[src/rtl/fetch_redirect_unit_pkg.sv]
`default_nettype none
// ============================================================================
// Module   : fetch_redirect_unit_pkg
// Brief    : Shared types and constants for the fetch redirect unit.
// Revision : 1.0 - initial release
// ============================================================================
package fetch_redirect_unit_pkg;

  localparam int XLEN        = 32;
  localparam int INSTR_WIDTH = 32;

  localparam logic [XLEN-1:0] DEFAULT_RESET_PC = 32'h0000_0000;
  localparam logic [XLEN-1:0] PC_STEP          = 32'd4;

  // Fetch sequencer states
  typedef enum logic [1:0] {
    FETCH_IDLE   = 2'b00,
    FETCH_REQ    = 2'b01,
    FETCH_WAIT   = 2'b10,
    FETCH_SQUASH = 2'b11
  } fetch_state_e;

  // One buffered fetch result
  typedef struct packed {
    logic [XLEN-1:0]        pc;
    logic [INSTR_WIDTH-1:0] instr;
  } fetch_entry_t;

  // Force an address onto a word boundary
  function automatic logic [XLEN-1:0] align_word(input logic [XLEN-1:0] addr);
    return {addr[XLEN-1:2], 2'b00};
  endfunction

endpackage
`default_nettype wire

[src/rtl/fetch_buffer.sv]
`default_nettype none
// ============================================================================
// Module   : fetch_buffer
// Brief    : Two-entry FIFO of {pc, instr} with a registered head entry.
//            Clear has priority over push and pop.
// Revision : 1.0 - initial release
// ============================================================================
module fetch_buffer
  import fetch_redirect_unit_pkg::*;
(
  input  logic         clk,
  input  logic         rst_n,
  input  logic         i_clear,
  input  logic         i_push,
  input  fetch_entry_t i_push_entry,
  input  logic         i_pop,
  output logic [1:0]   o_count,
  output logic         o_head_valid,
  output fetch_entry_t o_head
);

  fetch_entry_t r_head;
  fetch_entry_t r_tail;
  logic [1:0]   r_count;

  logic w_pop;
  logic w_push;

  // A pop of an empty buffer or a push into a full one (without a pop) is ignored
  assign w_pop  = i_pop && (r_count != 2'd0);
  assign w_push = i_push && ((r_count != 2'd2) || w_pop);

  // Head/tail storage and occupancy; the head register drives decode directly
  always_ff @(posedge clk or negedge rst_n) begin
    if (!rst_n) begin
      r_head  <= '0;
      r_tail  <= '0;
      r_count <= 2'd0;
    end else if (i_clear) begin
      r_count <= 2'd0;
    end else begin
      case ({w_pop, w_push})
        2'b10: begin
          r_head  <= r_tail;
          r_count <= r_count - 2'd1;
        end
        2'b01: begin
          if (r_count == 2'd0) begin
            r_head <= i_push_entry;
          end else begin
            r_tail <= i_push_entry;
          end
          r_count <= r_count + 2'd1;
        end
        2'b11: begin
          // Count unchanged; the new entry lands behind whatever remains
          if (r_count == 2'd1) begin
            r_head <= i_push_entry;
          end else begin
            r_head <= r_tail;
            r_tail <= i_push_entry;
          end
        end
        default: begin
        end
      endcase
    end
  end

  assign o_count      = r_count;
  assign o_head_valid = (r_count != 2'd0);
  assign o_head       = r_head;

endmodule
`default_nettype wire

[src/rtl/fetch_redirect_unit.sv]
`default_nettype none
// ============================================================================
// Module   : fetch_redirect_unit
// Brief    : Owns the fetch PC, issues instruction-memory requests over a
//            req/gnt/rvalid handshake, buffers returned instructions for
//            decode and squashes wrong-path fetches on branch redirect.
// Revision : 1.0 - initial release
// ============================================================================
module fetch_redirect_unit
  import fetch_redirect_unit_pkg::*;
#(
  parameter logic [XLEN-1:0] RESET_PC  = DEFAULT_RESET_PC,
  parameter int              BUF_DEPTH = 2  // only 2 is supported
) (
  input  logic                   clk,
  input  logic                   rst_n,
  input  logic                   i_branch_flush,
  input  logic [XLEN-1:0]        i_branch_pc,
  input  logic                   i_stall,
  output logic                   o_imem_req,
  output logic [XLEN-1:0]        o_imem_addr,
  input  logic                   i_imem_gnt,
  input  logic                   i_imem_rvalid,
  input  logic [INSTR_WIDTH-1:0] i_imem_rdata,
  output logic                   o_if_valid,
  output logic [XLEN-1:0]        o_if_pc,
  output logic [INSTR_WIDTH-1:0] o_if_instr,
  output logic                   o_misaligned
);

  localparam logic [2:0] c_buf_depth = 3'(BUF_DEPTH);

  fetch_state_e    r_state;
  fetch_state_e    w_state_next;
  logic [XLEN-1:0] r_pc;
  logic [XLEN-1:0] w_pc_next;
  logic [XLEN-1:0] r_req_pc;
  logic [XLEN-1:0] w_req_pc_next;
  logic            r_misaligned;

  logic            w_req;
  logic            w_push;
  logic            w_pop;
  logic            w_outstanding;
  logic [2:0]      w_occupancy;
  logic [1:0]      w_buf_count;
  logic            w_head_valid;
  fetch_entry_t    w_head;
  fetch_entry_t    w_push_entry;

  // A request is in flight whenever we are waiting for (or discarding) a response
  assign w_outstanding = (r_state == FETCH_WAIT) || (r_state == FETCH_SQUASH);
  assign w_occupancy   = {1'b0, w_buf_count} + {2'b00, w_outstanding};
  assign w_push_entry  = '{pc: r_req_pc, instr: i_imem_rdata};
  assign w_pop         = w_head_valid && !i_stall;

  // State register
  always_ff @(posedge clk or negedge rst_n) begin
    if (!rst_n) begin
      r_state <= FETCH_IDLE;
    end else begin
      r_state <= w_state_next;
    end
  end

  // Next-state, PC update and handshake outputs; a redirect overrides everything
  always_comb begin
    w_state_next  = r_state;
    w_pc_next     = r_pc;
    w_req_pc_next = r_req_pc;
    w_req         = 1'b0;
    w_push        = 1'b0;

    case (r_state)
      FETCH_IDLE: begin
        w_state_next = FETCH_REQ;
      end
      FETCH_REQ: begin
        // Only ask for what the buffer is guaranteed to absorb
        w_req = (w_occupancy < c_buf_depth);
        if (w_req && i_imem_gnt) begin
          w_pc_next     = r_pc + PC_STEP;
          w_req_pc_next = r_pc;
          w_state_next  = FETCH_WAIT;
        end
      end
      FETCH_WAIT: begin
        if (i_imem_rvalid) begin
          w_push       = 1'b1;
          w_state_next = FETCH_REQ;
        end
      end
      FETCH_SQUASH: begin
        if (i_imem_rvalid) begin
          w_state_next = FETCH_REQ;
        end
      end
      default: begin
        w_state_next = FETCH_IDLE;
      end
    endcase

    if (i_branch_flush) begin
      w_push    = 1'b0;
      w_pc_next = align_word(i_branch_pc);
      case (r_state)
        // A response arriving now completes the only outstanding request
        FETCH_WAIT:   w_state_next = i_imem_rvalid ? FETCH_REQ : FETCH_SQUASH;
        FETCH_REQ:    w_state_next = (w_req && i_imem_gnt) ? FETCH_SQUASH : FETCH_REQ;
        FETCH_SQUASH: w_state_next = i_imem_rvalid ? FETCH_REQ : FETCH_SQUASH;
        default:      w_state_next = FETCH_REQ;
      endcase
    end
  end

  // Fetch PC, PC of the in-flight request and the misalignment flag
  always_ff @(posedge clk or negedge rst_n) begin
    if (!rst_n) begin
      r_pc         <= RESET_PC;
      r_req_pc     <= '0;
      r_misaligned <= 1'b0;
    end else begin
      r_pc         <= w_pc_next;
      r_req_pc     <= w_req_pc_next;
      r_misaligned <= i_branch_flush && (i_branch_pc[1:0] != 2'b00);
    end
  end

  fetch_buffer u_fetch_buffer (
    .clk          (clk),
    .rst_n        (rst_n),
    .i_clear      (i_branch_flush),
    .i_push       (w_push),
    .i_push_entry (w_push_entry),
    .i_pop        (w_pop),
    .o_count      (w_buf_count),
    .o_head_valid (w_head_valid),
    .o_head       (w_head)
  );

  assign o_imem_req   = w_req;
  assign o_imem_addr  = r_pc;
  assign o_if_valid   = w_head_valid;
  assign o_if_pc      = w_head.pc;
  assign o_if_instr   = w_head.instr;
  assign o_misaligned = r_misaligned;

endmodule
`default_nettype wire

[config.mk]
export PLATFORM = sky130hd
export DESIGN_NAME = fetch_redirect_unit
export DESIGN_NICKNAME = d
export VERILOG_FILES = /design/src/rtl/fetch_redirect_unit_pkg.sv /design/src/rtl/fetch_buffer.sv /design/src/rtl/fetch_redirect_unit.sv
export SDC_FILE = /design/constraint.sdc
export NUM_CORES = 1
export LEC_CHECK = 0
export ABC_AREA = 1
export CORE_ASPECT_RATIO = 0.9
export CORE_MARGIN = 5
export CORE_UTILIZATION = 58
export CTS_CLUSTER_DIAMETER = 40
export CTS_CLUSTER_SIZE = 12
export DETAILED_ROUTE_END_ITERATION = 10
export GPL_TIMING_DRIVEN = 0
export PLACE_DENSITY = 0.89
export SLEW_MARGIN = 20
export SYNTH_ARGS = -nofsm -noshare
export SYNTH_HDL_FRONTEND = slang
export SYNTH_SLANG_ARGS = --single-unit
[constraint.sdc]
create_clock -name clk -period 4.3 [get_ports clk]
set_input_delay 0.86 -clock clk [delete_from_list [all_inputs] [get_ports clk]]
set_output_delay 0.86 -clock clk [all_outputs]
set_load 0.03 [all_outputs]
[Word-level counts from Yosys, hierarchy flattened]
Cells that the tools add are included.
Word-level totals
  flip-flop bits (word level): 197
Cells by class
  $add $sub $neg: 4
  order comparisons: 1
  equal/unequal tests: 13
  mux-type cells: 22
  bitwise gates (word level): 1
  reduce and logical (&&, ||, !) cells: 24
Operators by type and width (count)
  64-bit 2-to-1 mux: 4
  64-bit case mux with 3 select lines: 1
  64-bit case mux with 2 select lines: 1
  32-bit 2-to-1 mux: 3
  32-bit by 3-bit adder with 32-bit output (second input constant): 1
  2-bit 2-to-1 mux: 6
  2-bit nonzero test: 5
  2-bit equality test (second input constant): 4
  2-bit case mux with 2 select lines: 2
  2-bit by 1-bit equality test with 1-bit output (second input constant): 3
  1-bit logical AND: 6
  2-bit inequality test (second input constant): 3
  2-bit case mux with 3 select lines: 1
  2-bit AND reduction: 3
  3-bit nonzero test: 2
  2-bit zero test: 2
  1-bit 2-to-1 mux: 4
  4-bit AND reduction: 1
  2-bit by 1-bit adder with 3-bit output: 1
  3-bit by 2-bit < comparator with 1-bit output (second input constant): 1
  3-bit by 1-bit inequality test with 1-bit output (second input constant): 1
  3-bit inequality test (second input constant): 1
  3-bit AND reduction: 1
  2-bit by 1-bit adder with 2-bit output (second input constant): 1
  other kinds (6): 7

[Depth between registers and ports, before layout]
  word-level depth: 9
  depth in mapped cells: 12

[Cells and area by module]
A second synthesis with hierarchy kept.
Unflattened totals
  cell total of the unflattened synthesis: 1579
  area total of the unflattened synthesis: 11004.3 um2
Modules (own cells, without submodules)
  fetch_buffer: instances 1, cells an instance 1077, area an instance 7477.2 um2, sequential area each 3253.1 um2
  fetch_redirect_unit: instances 1, cells an instance 502, area an instance 3527.1 um2, sequential area each 1576.5 um2

[Worst setup path after synthesis]
OpenSTA, ideal clock, no wires.
  path kind: in2reg
  from: input port i_branch_flush
  to: register u_fetch_buffer.r_head, in the netlist u_fetch_buffer.o_head[34]
  setup time: 0.066 ns
  data arrival time: 1.770 ns
  data required time: 4.234 ns
  setup slack: 2.465 ns
  cell stages on the path: 9
  path buffers: 2
  cells stage by stage: nor2_2 -> nand2_2 -> nor2_4 -> buf_4 -> buf_2 -> nand3_1 -> nand3_1 -> nand2_1 -> nand2_1
On the way
  cells in the longest elaborated chain, start to end: 5
  elaborated cells on any way between the ends: 10
RTL lines
  start, declared: RTL line fetch_redirect_unit.sv:17  | input logic i_branch_flush,
  1-bit 2-to-1 mux: RTL line fetch_redirect_unit.sv:103  | if (i_branch_flush) begin
  1-bit logical AND: RTL line fetch_buffer.sv:31  | assign w_push = i_push && ((r_count != 2'd2) || w_pop);
  2-bit by 1-bit equality test with 1-bit output or 2-bit equality test (tied branches): RTL line fetch_buffer.sv:42  | case ({w_pop, w_push})
  2-bit by 1-bit inequality test with 1-bit output (no line) or 3-bit nonzero test (tied branches)
  3-bit AND reduction (no line)
  end signal, assigned: RTL line fetch_buffer.sv:44  | r_head <= r_tail;
  end signal, assigned: RTL line fetch_buffer.sv:49  | r_head <= i_push_entry;
  end signal, assigned: RTL line fetch_buffer.sv:58  | r_head <= i_push_entry;
  end, declared: RTL line fetch_buffer.sv:22  | fetch_entry_t r_head;
Parallel ways exist; a longest one is shown, timed or not.
A chain may end at the register's enable or synchronous reset.

[Worst setup path in the final report]
  from: register u_fetch_buffer.r_count[1], in the netlist u_fetch_buffer.o_count[1]
  to: output port o_if_valid
On the way
  cells in the longest elaborated chain, start to end: 1
RTL lines
  start, declared: RTL line fetch_buffer.sv:24  | logic [1:0] r_count;
  start signal, assigned: RTL line fetch_buffer.sv:45  | r_count <= r_count - 2'd1;
  start signal, assigned: RTL line fetch_buffer.sv:53  | r_count <= r_count + 2'd1;
  2-bit nonzero test: RTL line fetch_buffer.sv:71  | assign o_head_valid = (r_count != 2'd0);
  end, declared: RTL line fetch_redirect_unit.sv:25  | output logic o_if_valid,
Every way passes these cells.

==> flow_metrics.env <==
export IMPL_synth_edf_count=0
export IMPL_routed_wl_um=29440
export IMPL_gr_max_usage_layer="met2"
export IMPL_num_rows=46
export IMPL_maxSlewViolCount=0
export IMPL_slew_headroom_pct=55.44
export IMPL_use_met1_pct=40.30
export IMPL_cap_violations=0
export IMPL_clock_sinks=190
export IMPL_routabilityCongestion=0.8884
export IMPL_finalHoldViolations=0
export IMPL_power_density_nw_per_um2=593.3
export IMPL_clock_skew_ns=0.008324
export IMPL_met3_usage_pct=5.433
export IMPL_hpwl_um=20850
export IMPL_drcViolationCount=0
export IMPL_clock_root_buffer="clkbuf_16"
export IMPL_grt_pass1_vias=9996
export IMPL_postCtsSetupBuffers=0
export IMPL_yosysSeqAreaShare_pct=46.39
export IMPL_core_area_sq_um=17500
export IMPL_timing_hold_ws_ns=0.3208
export IMPL_yosys_register_bits=190
export IMPL_vias_per_cell=5.389
export IMPL_grt_usage_pct=29.41
export IMPL_insertion_delay_ns=0.43
export IMPL_setup_viol=0
export IMPL_cts_buffers=17
export IMPL_crit_type="reg -> out"
export IMPL_post_route_period_util_pct=66.17
export IMPL_yosysTopAreaCell="dfrtp_1"
export IMPL_cts_max_path_buffers=2
export IMPL_use_met2_pct=46.84
export IMPL_slowest_stage="clkdlybuf4s50_1"
export IMPL_grt_overflow=0
export IMPL_port_buffers=166
export IMPL_die_area_sq_um=20430
export IMPL_die_x_um=150.1
export IMPL_first_pass_iters=6
export IMPL_async_reset_ff_share_pct=100.0
export IMPL_max_freq_ghz=0.3515
export IMPL_post_drt_wl_per_cell_um=15.04
export IMPL_crit_required_ns=3.44
export IMPL_synth_cell_type_count=27
export IMPL_worst_pin_slew_ns=0.6685
export IMPL_rsz0062_at_grt="no"
export IMPL_cts_clk_slew_worst_paths_ns=0.07
export IMPL_crit_arrival_ns=1.99
export IMPL_route_antenna_remaining_nets=0
export IMPL_dr_total_vias=10547
export IMPL_ys_warn_count=0
export IMPL_crit_chain="inv_1, ha_1, inv_1, clkdlybuf4s50_1"
export IMPL_grt_max_degree=86
export IMPL_avgSynthCellArea_sq_um=6.761
export IMPL_worstRegToRegCells=10
export IMPL_yosysMostFrequentCell="nand2_1"
export IMPL_cts_resized=0
export IMPL_cts_tree="built"
export IMPL_worstSetupEndpointType="primary output"
export IMPL_r2r_slack_ns=2.07
export IMPL_pin_count=169
export IMPL_start_util_pct=58.58
export IMPL_synthCells=1516
export IMPL_fin_total_pwr_uw=7648
export IMPL_critPathLaunchType="flip-flop"
export IMPL_hold_path_class="in -> async"
export IMPL_drt_iter0_markers=811
export IMPL_r2r_end="u_fetch_buffer.o_head[16]$_DFFE_PN0P_"
export IMPL_critical_path_max_fanout=5
export IMPL_status="completed"
export IMPL_final_nets=1778
export IMPL_utilization_pct=73.67
export IMPL_htree_levels=4
export IMPL_drive_gt1_share_pct=5.009
export IMPL_syn_area_sq_um=10250
export IMPL_period_needed_ns=2.845
export IMPL_die_height_um=136.1
export IMPL_antenna_cells=0
export IMPL_synth_area_top_cells="dfrtp_1 (46%), nand2_1 (32%), nand3_1 (8.4%)"
export IMPL_grt_antenna_before_repair=0
export IMPL_path_common_cell="inv_1"
export IMPL_dp_slack_ns=1.552
export IMPL_synthFlopType="dfrtp_1"
export IMPL_p_leak_uw=0.006643
export IMPL_ir_worst_vdd_mv=0.3365
export IMPL_areaGrowthSynthToFinish_pct=25.76
export IMPL_postCtsHoldBufs=0
export IMPL_max_stage_delay_ns=0.71
export IMPL_postLayoutSetupSlackWorst_ns=1.455
export IMPL_synth_top_area_share_pct=46.39
export IMPL_ys_top_cells_by_count="nand2_1 (862), dfrtp_1 (190), nand3_1 (172)"
export IMPL_grt_pass1_wl_um=48440
export IMPL_r2r_start="u_fetch_buffer.o_count[1]$_DFFE_PN0P_"
==> report_power, final <==
group	switching (uW)	internal (uW)
combinational	1960	1140
clock	680	948
sequential	548	2370
total	3190	4460
==> flip-flops by register name (all words and copies together), names as in the netlist <==
signal and cells:
o_imem_addr 30, u_fetch_buffer.o_count 2, u_fetch_buffer.r_tail 62, r_state 2
u_fetch_buffer.o_head 63, r_req_pc 30, o_misaligned 1
==> kinds of logic (layout without fill, tap and decap cells) <==
kind of cell / count (synthesis) / count (layout) / share of synthesized area (%)
and+or+nand+nor: 1094 / 1094 / 42.71
DFF: 190 / 190 / 46.39
buffers and inverters: 149 / 349 / 6.140
AOI/OAI and AO/OA: 71 / 71 / 3.638
xor gates and xnor gates: 7 / 7 / 0.5982
adders and majority gates: 4 / 4 / 0.4883
other: 1 / 2 / 0.03659
==> layer usage <==
metal  share of wire, %  up-vias  wire (um)
li1                   -     5089          -
met1                 42     4861      12250
met2                 47      537      13720
met3                9.2       60       2716
met4                2.6        0        758
met5                  0        -          0
==> through the flow <==
step,TNS (ns),cells,cell area (sq um)
floorplan,0,1517,10250
global placement,-1029.36,1923,12220
detailed placement,0,1925,12280
CTS,0,1957,12890
global route,0,1957,12890
finish,0,1957,12890
==> critical path: cells and delay by family, from the launching register on <==
family / cells / cell delay, ns
buffers and inverters: 3 / 0.89
DFF: 1 / 0.42
adders and majority gates: 1 / 0.24
==> worst max-delay path by stage <==
stage	start	to	slack, ns	cells after the start
finish	u_fetch_buffer.o_count[1]$_DFFE_PN0P_	o_if_valid	1.45	4
global route	u_fetch_buffer.o_count[1]$_DFFE_PN0P_	o_if_valid	1.36	4
CTS	u_fetch_buffer.o_count[1]$_DFFE_PN0P_	o_if_valid	1.44	4
detailed placement	i_imem_gnt	o_imem_addr[25]$_DFFE_PN0P_	1.55	7
global placement	rst_n	o_imem_addr[29]$_DFFE_PN0P_	-5.44	1
floorplan	i_branch_flush	u_fetch_buffer.o_head[34]$_DFFE_PN0P_	2.46	9
==> area by class of cell <==
cell class | count | area, sq um
clock buffers | 23 | 508.0
inverters | 69 | 259.0
multi-input cells | 1178 | 4870
plain buffers | 80 | 370.4
repair buffers | 168 | 1722
fillers | 1428 | 4607
clock inverters | 9 | 106.4
well taps | 240 | 300.3
flip-flops and latches | 190 | 4755
==> placed cells by master (no fill, tap or decap), drive strengths merged, types with 4 or more instances in the layout <==
| master | instances |
|---|---|
| clkinv | 5 |
| o21ai | 61 |
| clkdlybuf4s50 | 165 |
| nor2 | 51 |
| dfrtp | 190 |
| buf | 52 |
| inv | 68 |
| ha | 4 |
| nand3 | 174 |
| o21bai | 4 |
| nand2 | 864 |
| clkbuf | 54 |
| xor2 | 6 |
No activity file was read; power rests on OpenSTA's default activity.
